`src/rtl/id_ex_skid.sv`:
```
// Elastic ID/EX pipeline register: a main entry driving the execute stage plus one
// skid entry, valid/ready handshake, synchronous flush and a saturating stall counter.
module id_ex_skid #(
  parameter int DATA_W = 32,
  parameter int CTRL_W = 8,
  parameter int CNT_W  = 16
) (
  input  logic              clk,
  input  logic              rst,
  input  logic              flush,
  input  logic              in_valid,
  output logic              in_ready,
  input  logic [DATA_W-1:0] in_rdata1,
  input  logic [DATA_W-1:0] in_rdata2,
  input  logic [DATA_W-1:0] in_imm,
  input  logic              in_alusrc,
  input  logic [4:0]        in_rd,
  input  logic [CTRL_W-1:0] in_ctrl,
  output logic              out_valid,
  input  logic              out_ready,
  output logic [DATA_W-1:0] out_rdata1,
  output logic [DATA_W-1:0] out_rdata2,
  output logic [DATA_W-1:0] out_imm,
  output logic              out_alusrc,
  output logic [4:0]        out_rd,
  output logic [CTRL_W-1:0] out_ctrl,
  output logic [CNT_W-1:0]  stall_cnt
);

  typedef enum logic [1:0] {EMPTY, ONE, TWO} state_t;

  typedef struct packed {
    logic [DATA_W-1:0] rdata1;
    logic [DATA_W-1:0] rdata2;
    logic [DATA_W-1:0] imm;
    logic              alusrc;
    logic [4:0]        rd;
    logic [CTRL_W-1:0] ctrl;
  } entry_t;

  localparam logic [CNT_W-1:0] CNT_MAX = {CNT_W{1'b1}};
  localparam logic [CNT_W-1:0] CNT_ONE = {{(CNT_W-1){1'b0}}, 1'b1};

  state_t           state_q, state_d;
  entry_t           main_q, main_d;
  entry_t           skid_q, skid_d;
  entry_t           in_entry;
  logic [CNT_W-1:0] stall_cnt_q, stall_cnt_d;
  logic             in_fire, out_fire;

  // Handshake is decoded from state alone, so out_ready never reaches in_ready.
  assign in_ready  = (state_q != TWO);
  assign out_valid = (state_q != EMPTY);
  assign in_fire   = in_valid & in_ready;
  assign out_fire  = out_valid & out_ready;

  assign in_entry = '{rdata1: in_rdata1, rdata2: in_rdata2, imm: in_imm,
                      alusrc: in_alusrc, rd: in_rd, ctrl: in_ctrl};

  always_comb begin
    state_d = state_q;
    main_d  = main_q;
    skid_d  = skid_q;
    case (state_q)
      EMPTY: begin
        if (in_fire) begin
          main_d  = in_entry;
          state_d = ONE;
        end
      end
      ONE: begin
        if (in_fire && out_fire) begin
          main_d = in_entry;
        end else if (in_fire) begin
          skid_d  = in_entry;
          state_d = TWO;
        end else if (out_fire) begin
          state_d = EMPTY;
        end
      end
      TWO: begin
        if (out_fire) begin
          main_d  = skid_q;
          state_d = ONE;
        end
      end
      default: state_d = EMPTY;
    endcase
    // Squash wins over every transition; stale payload is hidden by out_valid = 0.
    if (flush) begin
      state_d = EMPTY;
    end
  end

  always_comb begin
    stall_cnt_d = stall_cnt_q;
    if (out_valid && !out_ready && !flush && (stall_cnt_q != CNT_MAX)) begin
      stall_cnt_d = stall_cnt_q + CNT_ONE;
    end
  end

  always_ff @(posedge clk or posedge rst) begin
    if (rst) begin
      state_q     <= EMPTY;
      main_q      <= '0;
      skid_q      <= '0;
      stall_cnt_q <= '0;
    end else begin
      state_q     <= state_d;
      main_q      <= main_d;
      skid_q      <= skid_d;
      stall_cnt_q <= stall_cnt_d;
    end
  end

  assign out_rdata1 = main_q.rdata1;
  assign out_rdata2 = main_q.rdata2;
  assign out_imm    = main_q.imm;
  assign out_alusrc = main_q.alusrc;
  assign out_rd     = main_q.rd;
  assign out_ctrl   = main_q.ctrl;
  assign stall_cnt  = stall_cnt_q;

endmodule

```
`config.mk`:
```
export PLATFORM = sky130hd
export DESIGN_NAME = id_ex_skid
export DESIGN_NICKNAME = d
export VERILOG_FILES = /design/src/rtl/id_ex_skid.sv
export SDC_FILE = /design/constraint.sdc
export NUM_CORES = 1
export LEC_CHECK = 0
export CAP_MARGIN = 20
export CORE_ASPECT_RATIO = 1.25
export CORE_MARGIN = 3
export CORE_UTILIZATION = 45
export DETAILED_ROUTE_END_ITERATION = 8
export PLACE_DENSITY_LB_ADDON = 0.25
export SLEW_MARGIN = 20
export SYNTH_ARGS = -nofsm -noshare
export SYNTH_HDL_FRONTEND = slang
export SYNTH_SLANG_ARGS = --single-unit
```
`constraint.sdc`:
```
create_clock -name clk -period 9.18 [get_ports clk]
set_input_delay 2.295 -clock clk [delete_from_list [all_inputs] [get_ports clk]]
set_output_delay 2.295 -clock clk [all_outputs]
set_load 0.05 [all_outputs]
```
==> results of run 1 <==
## power by group through the flow
stage               sequential, mW  combinational [mW]  clock, mW
finish                        1.39               0.843      0.983
detailed placement            1.41               0.850          0
global route                  1.42               0.902       1.05
floorplan                     1.68               0.272          0
CTS                           1.39               0.853       1.01
global placement              1.40               0.835          0
## cells by family after synthesis
logic type	after synthesis	synth area share, %
AND/OR/NAND/NOR	374	15.7
flip-flops	238	59.9
AO/OA/AOI/OAI	115	7.25
buffers and inverters	66	2.90
XOR/XNOR	12	1.06
adder cells (fa/ha/maj)	1	0.126
multiplexers	115	13.0
## layer usage
| metal | share of wire [%] | routed length [µm] |
|---|---|---|
| met4 | 2.0 | 475 |
| met3 | 7.0 | 1660 |
| met2 | 49 | 11700 |
| met1 | 42 | 10000 |
| met5 | 0.050 | 12 |
## area by class of cell
type                    count  area [µm²]
clock buffers              35         703
multi-input cells         617        3720
inverters                   4        23.8
fillers                  1826        8290
repair buffers            250        2480
flip-flops and latches    238        5960
well taps                 279         349
clock inverters             8        96.3
## through the flow
| stage | setup slack (ns) | instances | power (mW) | hold slack (ns) |
|---|---|---|---|---|
| detailed placement | 3.84 | 1388 | 2.26 | 0.490 |
| finish | 4.12 | 1431 | 3.22 | 0.489 |
| global route | 3.99 | 1431 | 3.38 | 0.515 |
| floorplan | 0.354 | 921 | 1.95 | 0.481 |
| global placement | 3.84 | 1388 | 2.23 | 0.488 |
| CTS | 4.09 | 1431 | 3.25 | 0.498 |
## cell usage in the layout (no fill, tap or decap), types with 2 or more instances in the layout
| cell | instances |
|---|---|
| mux2_2 | 112 |
| a31oi_1 | 110 |
| clkdlybuf4s50_1 | 242 |
| nand2_1 | 226 |
| mux2_1 | 2 |
| inv_1 | 2 |
| nor4_1 | 2 |
| dfrtp_1 | 238 |
| clkbuf_16 | 25 |
| nor4_2 | 3 |
| buf_4 | 8 |
| clkbuf_8 | 4 |
| nor4_4 | 2 |
| nor2_1 | 112 |
| clkbuf_1 | 6 |
| clkinv_2 | 5 |
| nor3_1 | 7 |
| nand4_1 | 3 |
| a21oi_1 | 2 |
| nor2_2 | 2 |
| xor2_1 | 11 |
| bufinv_16 | 2 |
| nor3b_1 | 2 |
| nand3_1 | 4 |
## worst register-to-register path, cell delays in order, from the launching register on
cell and delay [ns]:
dfrtp_1 0.44, nor2b_1 0.29, and3b_4 0.82, buf_4 0.82, mux2_2 0.46
## worst paths after layout
| check | from | end |
|---|---|---|
| max in group asynchronous | rst | out_rdata1[9] |
| min in group asynchronous | rst | skid_q[21] |
| max reg2reg | state_q[1] | skid_q[56] |
| min | stall_cnt[12] | stall_cnt[12] |
| min reg2reg | stall_cnt[12] | stall_cnt[12] |
| max | state_q[0] | in_ready |
## registers in the layout, indices dropped and copies added (netlist names)
name / cells
out_alusrc: 1
out_ctrl: 8
skid_q: 110
out_rdata1: 32
state_q: 2
stall_cnt: 16
out_rdata2: 32
out_imm: 32
out_rd: 5
==> flow_summary_export.csv, run 1 <==
group,metric,value,unit
timing,max_freq,198,MHz
outcome,status,"finished clean",
logic_synthesis,ys_ff_latch,238,
timing,worstMarginPinSlew,1.09,ns
cts,root_buffer,"clkbuf_16",
global_routing,grtUsageMet2,33.4,%
critical_path,path_cells,"nor2b_4 > clkinv_2 > clkdlybuf4s50_1",
critical_path,critical_path_depth,3,
critical_path,worstPathBufferInverterCount,2,
timing,min_period,5.06,ns
die,initial_core_util,45.9,%
logic_synthesis,netlist_area,9930,µm²
routing,drtPass1Iterations,4,
critical_path,start_kind,"flop",
global_routing,use_met1,26.0,%
critical_path,ff2ff_setup_slack,6.24,ns
logic_synthesis,synth_edf_count,0,
routing,drc,0,
cts,clk_transition_reported_paths,0.06,ns
cts,worstSkewPairLatency,0.50,ns
routing,avgViaCountPerCell,5.18,
final_layout,final_nets,1251,
timing,rsz0062_at_grt,"false",
routing,drt-initial-drc-count,506,
final_layout,final_core_util,61.7,%
pwr,swShare,31.7,%
global_routing,grt_usage,19.8,%
pwr,power_frac_clock,30.6,%
critical_path,path_class,"flop to primary output",
cts,numCtsBuffers,24,
logic_synthesis,seq_area_frac_synth,59.9,%
final_layout,stdcell_area,13300,µm²
logic_synthesis,syn_avg_cell_area,10.8,µm²
logic_synthesis,synth_top_flop_cell,"dfrtp_1",
logic_synthesis,ys_async_sr_fraction,100,%
logic_synthesis,ys.warnings.count,0,
timing,finalClockSkew,0.0101,ns
min_path,hold-path-cell-count,1,
timing,max_slew_margin,27.3,%
cts,clk_path_buf_depth,3,
final_layout,n_antenna_cell,0,
critical_path,critPathRequiredTime,6.89,ns
final_layout,syn_to_final_growth,34.2,%
global_routing,busiest_layer,"met2",
cts,post_cts_buffers,0,
pwr,intPower,2.20,mW
global_routing,grt_first_pass_wirelength,39200,µm
cts,htreeDepth,1,
routing,finalWirelength,23900,µm
placed_design,hpwlAfterDp,15100,µm
pwr,power.share.sequential,43.3,%
cts,post_cts_resized,0,
logic_synthesis,yosysTopAreaCell,"dfrtp_1",
logic_synthesis,synth_top_area_share,59.9,%
pwr,power-per-cell-area,241,nW/µm²
cts,cts.sinks,238,
die,die-area,23900,µm²
die,dieWidth,139,µm
logic_synthesis,synth_top_cells_by_count,"dfrtp_1 (238), nand2_1 (226), mux2_2 (112), nor2_1 (112), a31oi_1 (110)",
run,maxCapViolations,0,
global_routing,grt-ovfl-total,0,
critical_path,r2r_cells,4,
global_routing,first_global_vias,7580,
logic_synthesis,syn-instance-count,921,
timing,finalSetupViolCount,0,
critical_path,cpPeakStageDelay,0.94,ns
global_routing,antenna_found_initial,1,
cts,cts_tree,"built",
cts,cts_hold_buf,0,
placed_design,placed_area,12500,µm²
global_routing,grt_start_max_net_pins,120,
global_routing,grtUsageMet3,5.17,%
timing,min_period_over_period,55.1,%
logic_synthesis,synth_area_leaders,"dfrtp_1 (60%), mux2_2 (13%), nand2_1 (8.5%)",
critical_path,setup.worst_path.end_class,"primary output",
routing,antenna_left,0,
logic_synthesis,syn_nets,1037,
placed_design,place.gp.congestion,0.736,
critical_path,path_max_fanout,56,
timing,drv_slew,0,
routing,routedWlPerCell,16.7,µm
die,rows,60,
pwr,p_sw,1.02,mW
critical_path,cp_slowest_cell,"clkdlybuf4s50_1",
logic_synthesis,yosysMostFrequentCell,"dfrtp_1",
critical_path,crit_family,"buffers and inverters",
die,die_h,172,µm
timing,hold_viol,0,
pwr,p_leak,5.62,nW
placed_design,io_buffers,242,
pwr,ir_drop,133,µV
die,coreArea,21600,µm²
die,ioPinCount,243,
final_layout,drive_gt1_share,14.9,%
critical_path,cp.arrival,2.76,ns
logic_synthesis,synth_cell_types,36,
min_path,hold_class,"flop to flop",
timing,fin_tns_setup,0,ns
routing,vias,7418,
pwr,pwr-share-comb,26.2,%
No activity file was read; power rests on OpenSTA's default activity.
==> run 2: changes to the inputs <==
- clock period: 9.18 -> 4.3 ns (I/O delays scaled with it)
==> flow_summary_export.csv, run 2 (synthesized netlist as in run 1, its figures left out) <==
group,metric,value,unit
final_layout,n_fill_cell,1803,
timing,finalClockSkew,0.0119,ns
placed_design,place.gp.congestion,0.762,
pwr,power-per-cell-area,507,nW/µm²
die,die-area,23900,µm²
pwr,ir_drop,403,µV
die,coreArea,21600,µm²
timing,max_freq,271,MHz
timing,max_slew_margin,28.1,%
cts,post_cts_resized,0,
global_routing,grt_start_max_net_pins,139,
placed_design,placed_area,12700,µm²
pwr,p_sw,2.18,mW
critical_path,start_kind,"flop",
global_routing,grtUsageMet3,5.31,%
timing,rsz0062_at_grt,"false",
routing,drtPass1Iterations,4,
critical_path,critPathRequiredTime,3.22,ns
global_routing,first_global_vias,7347,
routing,drc,0,
global_routing,use_met1,24.9,%
pwr,finalPower,6.81,mW
routing,routedWlPerCell,16.3,µm
final_layout,final_common_cell,"clkdlybuf4s50_1",
final_layout,stdcell_area,13400,µm²
final_layout,syn_to_final_growth,35.4,%
global_routing,busiest_layer,"met2",
placed_design,hpwlAfterDp,15100,µm
cts,cts_tree,"built",
min_path,hold_class,"flop to flop",
timing,hold_viol,0,
critical_path,path_class,"flop to primary output",
pwr,intPower,4.64,mW
routing,avgViaCountPerCell,5.18,
outcome,status,"finished clean",
final_layout,final_cell_mix,"clkdlybuf4s50_1 (242), dfrtp_1 (238), nand2_1 (226)",
final_layout,final_nets,1257,
cts,root_buffer,"clkbuf_16",
pwr,p_leak,5.66,nW
run,maxCapViolations,0,
placed_design,io_buffers,242,
cts,worstSkewPairLatency,0.51,ns
final_layout,largest_register,"skid_q",
cts,numCtsBuffers,24,
die,ioPinCount,243,
timing,finalSetupViolCount,0,
die,dieWidth,139,µm
die,die_h,172,µm
critical_path,path_max_fanout,22,
cts,clk_path_buf_depth,3,
cts,cts.sinks,238,
cts,post_cts_buffers,0,
timing,fin_tns_setup,0,ns
global_routing,antenna_found_initial,2,
final_layout,drive_gt1_share,15.5,%
pwr,pwr-share-comb,26.6,%
die,rows,60,
cts,cts_hold_buf,0,
pwr,swShare,31.9,%
final_layout,largest_register_ffs,110,
cts,htreeDepth,1,
routing,finalWirelength,23500,µm
critical_path,cp.arrival,2.62,ns
cts,clk_transition_reported_paths,0.06,ns
global_routing,grt_first_pass_wirelength,38300,µm
timing,min_period_over_period,85.9,%
pwr,power_frac_clock,29.8,%
die,initial_core_util,45.9,%
global_routing,grt_usage,19.2,%
timing,min_period,3.70,ns
timing,layout_setup_ws,0.604,ns
critical_path,setup.worst_path.end_class,"primary output",
global_routing,grtUsageMet2,32.1,%
global_routing,grt-ovfl-total,0,
routing,drt-initial-drc-count,359,
routing,antenna_left,0,
timing,drv_slew,0,
final_layout,n_antenna_cell,0,
routing,vias,7437,
placed_design,place_ws,1.01,ns
pwr,power.share.sequential,43.5,%
timing,worstMarginPinSlew,1.08,ns
run 2: cell count changes in the layout (fill, tap and decap cells not counted), sizes merged:
cell      before  now
clkbuf        35   33
buf            8   14
inv            3    2
clkinvlp       1    4
bufinv         2    1
run 2: worst paths after layout:
| check | from | to | slack [ns] | cells past startpoint |
|---|---|---|---|---|
| worst max-delay path | state_q[0] | in_ready | 0.60 | 3 |
| worst min register to register | skid_q[59] | skid_q[59] | 0.51 | 1 |
| worst min-delay path | skid_q[59] | skid_q[59] | 0.51 | 1 |
| max in group asynchronous | rst | skid_q[55] | 2.58 | 4 |
| min in group asynchronous | rst | out_imm[8] | 0.89 | 2 |
| worst max register to register | state_q[0] | out_rdata2[8] | 1.94 | 5 |
run 2: critical path, cell delays in order (launching register included):
cell and delay [ns]:
dfrtp_1 0.49, nor2b_4 0.43, clkinv_2 0.38, clkdlybuf4s50_1 0.80
run 2: layout make-up:
cell class | instances | area, µm² | share of cell area [%]
inverters | 4 | 20.0 | 0.149
clock inverters | 9 | 77.6 | 0.577
flip-flops and latches | 238 | 5960 | 44.3
multi-input cells | 617 | 3720 | 27.7
clock buffers | 33 | 696 | 5.17
well taps | 279 | 349 | 2.60
repair buffers | 256 | 2630 | 19.5
run 2: power by group through the flow:
stage          registers, mW  logic, mW  clock network (mW)
6_report                2.96       1.82                2.03
3_3_place_gp            2.98       1.80                   0
2_1_floorplan           3.58      0.582                   0
5_1_grt                 3.03       1.94                2.18
4_1_cts                 2.97       1.83                2.09
3_5_place_dp            3.00       1.83                   0
run 2: layer usage:
metal / wire (µm) / up-vias
met5: 34 / -
met4: 570 / 4
met3: 1630 / 41
met2: 11200 / 204
met1: 10000 / 3617
li1: - / 3571
run 2: metrics by stage:
stage / util, % / hold WS (ns) / instances
6_report: 62.2 / 0.506 / 1436
5_1_grt: 62.2 / 0.519 / 1436
3_3_place_gp: 58.5 / 0.483 / 1393
4_1_cts: 62.1 / 0.509 / 1435
3_5_place_dp: 58.5 / 0.495 / 1393
2_1_floorplan: - / 0.481 / 921
==> run 3: changes to the inputs <==
- CORE_UTILIZATION: 45 -> 41
- REMOVE_ABC_BUFFERS: unset -> 1
==> flow_summary_export.csv, run 3 (synthesized netlist as in run 1, its figures left out) <==
group,metric,value,unit
outcome,status,"finished clean",
cts,root_buffer,"clkbuf_16",
global_routing,antenna_found_initial,1,
timing,min_period,3.19,ns
cts,clk_path_buf_depth,3,
pwr,pwr-share-comb,25.4,%
die,rows,63,
timing,finalSetupViolCount,0,
cts,clk_transition_reported_paths,0.07,ns
routing,avgViaCountPerCell,4.96,
timing,rsz0062_at_grt,"false",
final_layout,final_cell_mix,"clkdlybuf4s50_1 (242), dfrtp_1 (238), nand2_1 (226)",
routing,drtPass1Iterations,4,
placed_design,place.gp.congestion,0.817,
die,dieWidth,145,µm
critical_path,path_class,"flop to primary output",
die,coreArea,23800,µm²
critical_path,critPathRequiredTime,3.22,ns
routing,drc,0,
final_layout,drive_gt1_share,15.8,%
routing,finalWirelength,24300,µm
global_routing,grt_first_pass_wirelength,39600,µm
die,die_h,180,µm
timing,worstMarginPinSlew,0.903,ns
cts,cts.sinks,238,
run,maxCapViolations,0,
timing,finalClockSkew,0.00852,ns
routing,routedWlPerCell,16.4,µm
placed_design,dp.cells,1439,
placed_design,hpwlAfterDp,15500,µm
final_layout,largest_register,"skid_q",
timing,drv_slew,0,
cts,post_cts_resized,0,
critical_path,setup.worst_path.end_class,"primary output",
pwr,intPower,4.91,mW
routing,antenna_left,0,
die,ioPinCount,243,
final_layout,final_common_cell,"clkdlybuf4s50_1",
timing,min_period_over_period,74.2,%
global_routing,grt_usage,18.1,%
timing,max_freq,313,MHz
placed_design,io_buffers,242,
pwr,ir_drop,436,µV
cts,worstSkewPairLatency,0.52,ns
final_layout,largest_register_ffs,110,
min_path,hold_class,"flop to flop",
cts,cts_hold_buf,0,
timing,fin_tns_setup,0,ns
timing,hold_viol,0,
critical_path,cp.arrival,2.12,ns
pwr,power-per-cell-area,524,nW/µm²
routing,drt-initial-drc-count,321,
cts,numCtsBuffers,25,
die,die-area,26100,µm²
pwr,power_frac_clock,33.0,%
global_routing,grt_start_max_net_pins,161,
routing,vias,7363,
timing,fin_hold_ws,0.498,ns
die,initial_core_util,41.7,%
critical_path,start_kind,"flop",
timing,max_slew_margin,39.8,%
cts,htreeDepth,1,
final_layout,stdcell_area,13600,µm²
global_routing,grt-ovfl-total,0,
critical_path,path_max_fanout,7,
final_layout,final_nets,1257,
pwr,swShare,31.1,%
placed_design,placed_area,12700,µm²
final_layout,syn_to_final_growth,36.8,%
pwr,finalPower,7.13,mW
pwr,p_leak,5.71,nW
final_layout,n_fill_cell,2063,
final_layout,fin_cells,1484,
global_routing,first_global_vias,7501,
cts,cts_tree,"built",
pwr,power.share.sequential,41.6,%
cts,post_cts_buffers,0,
pwr,p_sw,2.22,mW
-- run 3: layout make-up --
type | count | area, µm² | area share (%)
repair buffers | 255 | 2570 | 18.9
clock inverters | 12 | 198 | 1.45
clock buffers | 32 | 712 | 5.24
well taps | 325 | 407 | 2.99
diodes | 1 | 2.50 | 0.0184
multi-input cells | 617 | 3720 | 27.4
inverters | 4 | 23.8 | 0.175
flip-flops and latches | 238 | 5960 | 43.8
-- run 3: final timing paths --
check / from / end / slack, ns / cells after the start
setup / recovery: state_q[0] / in_ready / 1.11 / 3
hold / removal: stall_cnt[12] / stall_cnt[12] / 0.50 / 1
setup reg to reg: state_q[0] / out_rdata1[18] / 1.94 / 5
hold reg to reg: stall_cnt[12] / stall_cnt[12] / 0.50 / 1
max in group asynchronous: rst / skid_q[31] / 2.40 / 3
min in group asynchronous: rst / out_rdata1[18] / 1.07 / 2
-- run 3: worst max-delay path: stages, from the launching register on --
cell,delay (ns)
dfrtp_1,0.54
nor2b_4,0.08
clkinv_2,0.05
clkdlybuf4s50_1,0.92
-- run 3: per-layer routing --
metal  global-route usage [%]  vias to the layer above  part of all wire (%)
met2                     30.8                      180                    50
met3                     4.20                       22                   6.0
met4                     4.37                        0                   1.5
li1                         -                     3576                     -
met5                        0                        -                     0
met1                     23.7                     3585                    43
-- run 3: power by group through the flow --
stage	logic [mW]	registers (mW)	clock network (mW)
final	1.81	2.97	2.35
after global routing	1.93	3.03	2.50
after CTS	1.83	2.97	2.41
after detailed placement	1.82	3.00	0
after global placement	1.79	2.99	0
after floorplan	0.616	3.58	0
-- run 3: metrics by stage --
step,util (%),setup WS [ns]
6_report,57.1,1.11
5_1_grt,57.1,1.03
4_1_cts,57.1,1.05
3_5_place_dp,53.3,0.922
3_3_place_gp,53.3,0.948
2_1_floorplan,-,-4.98
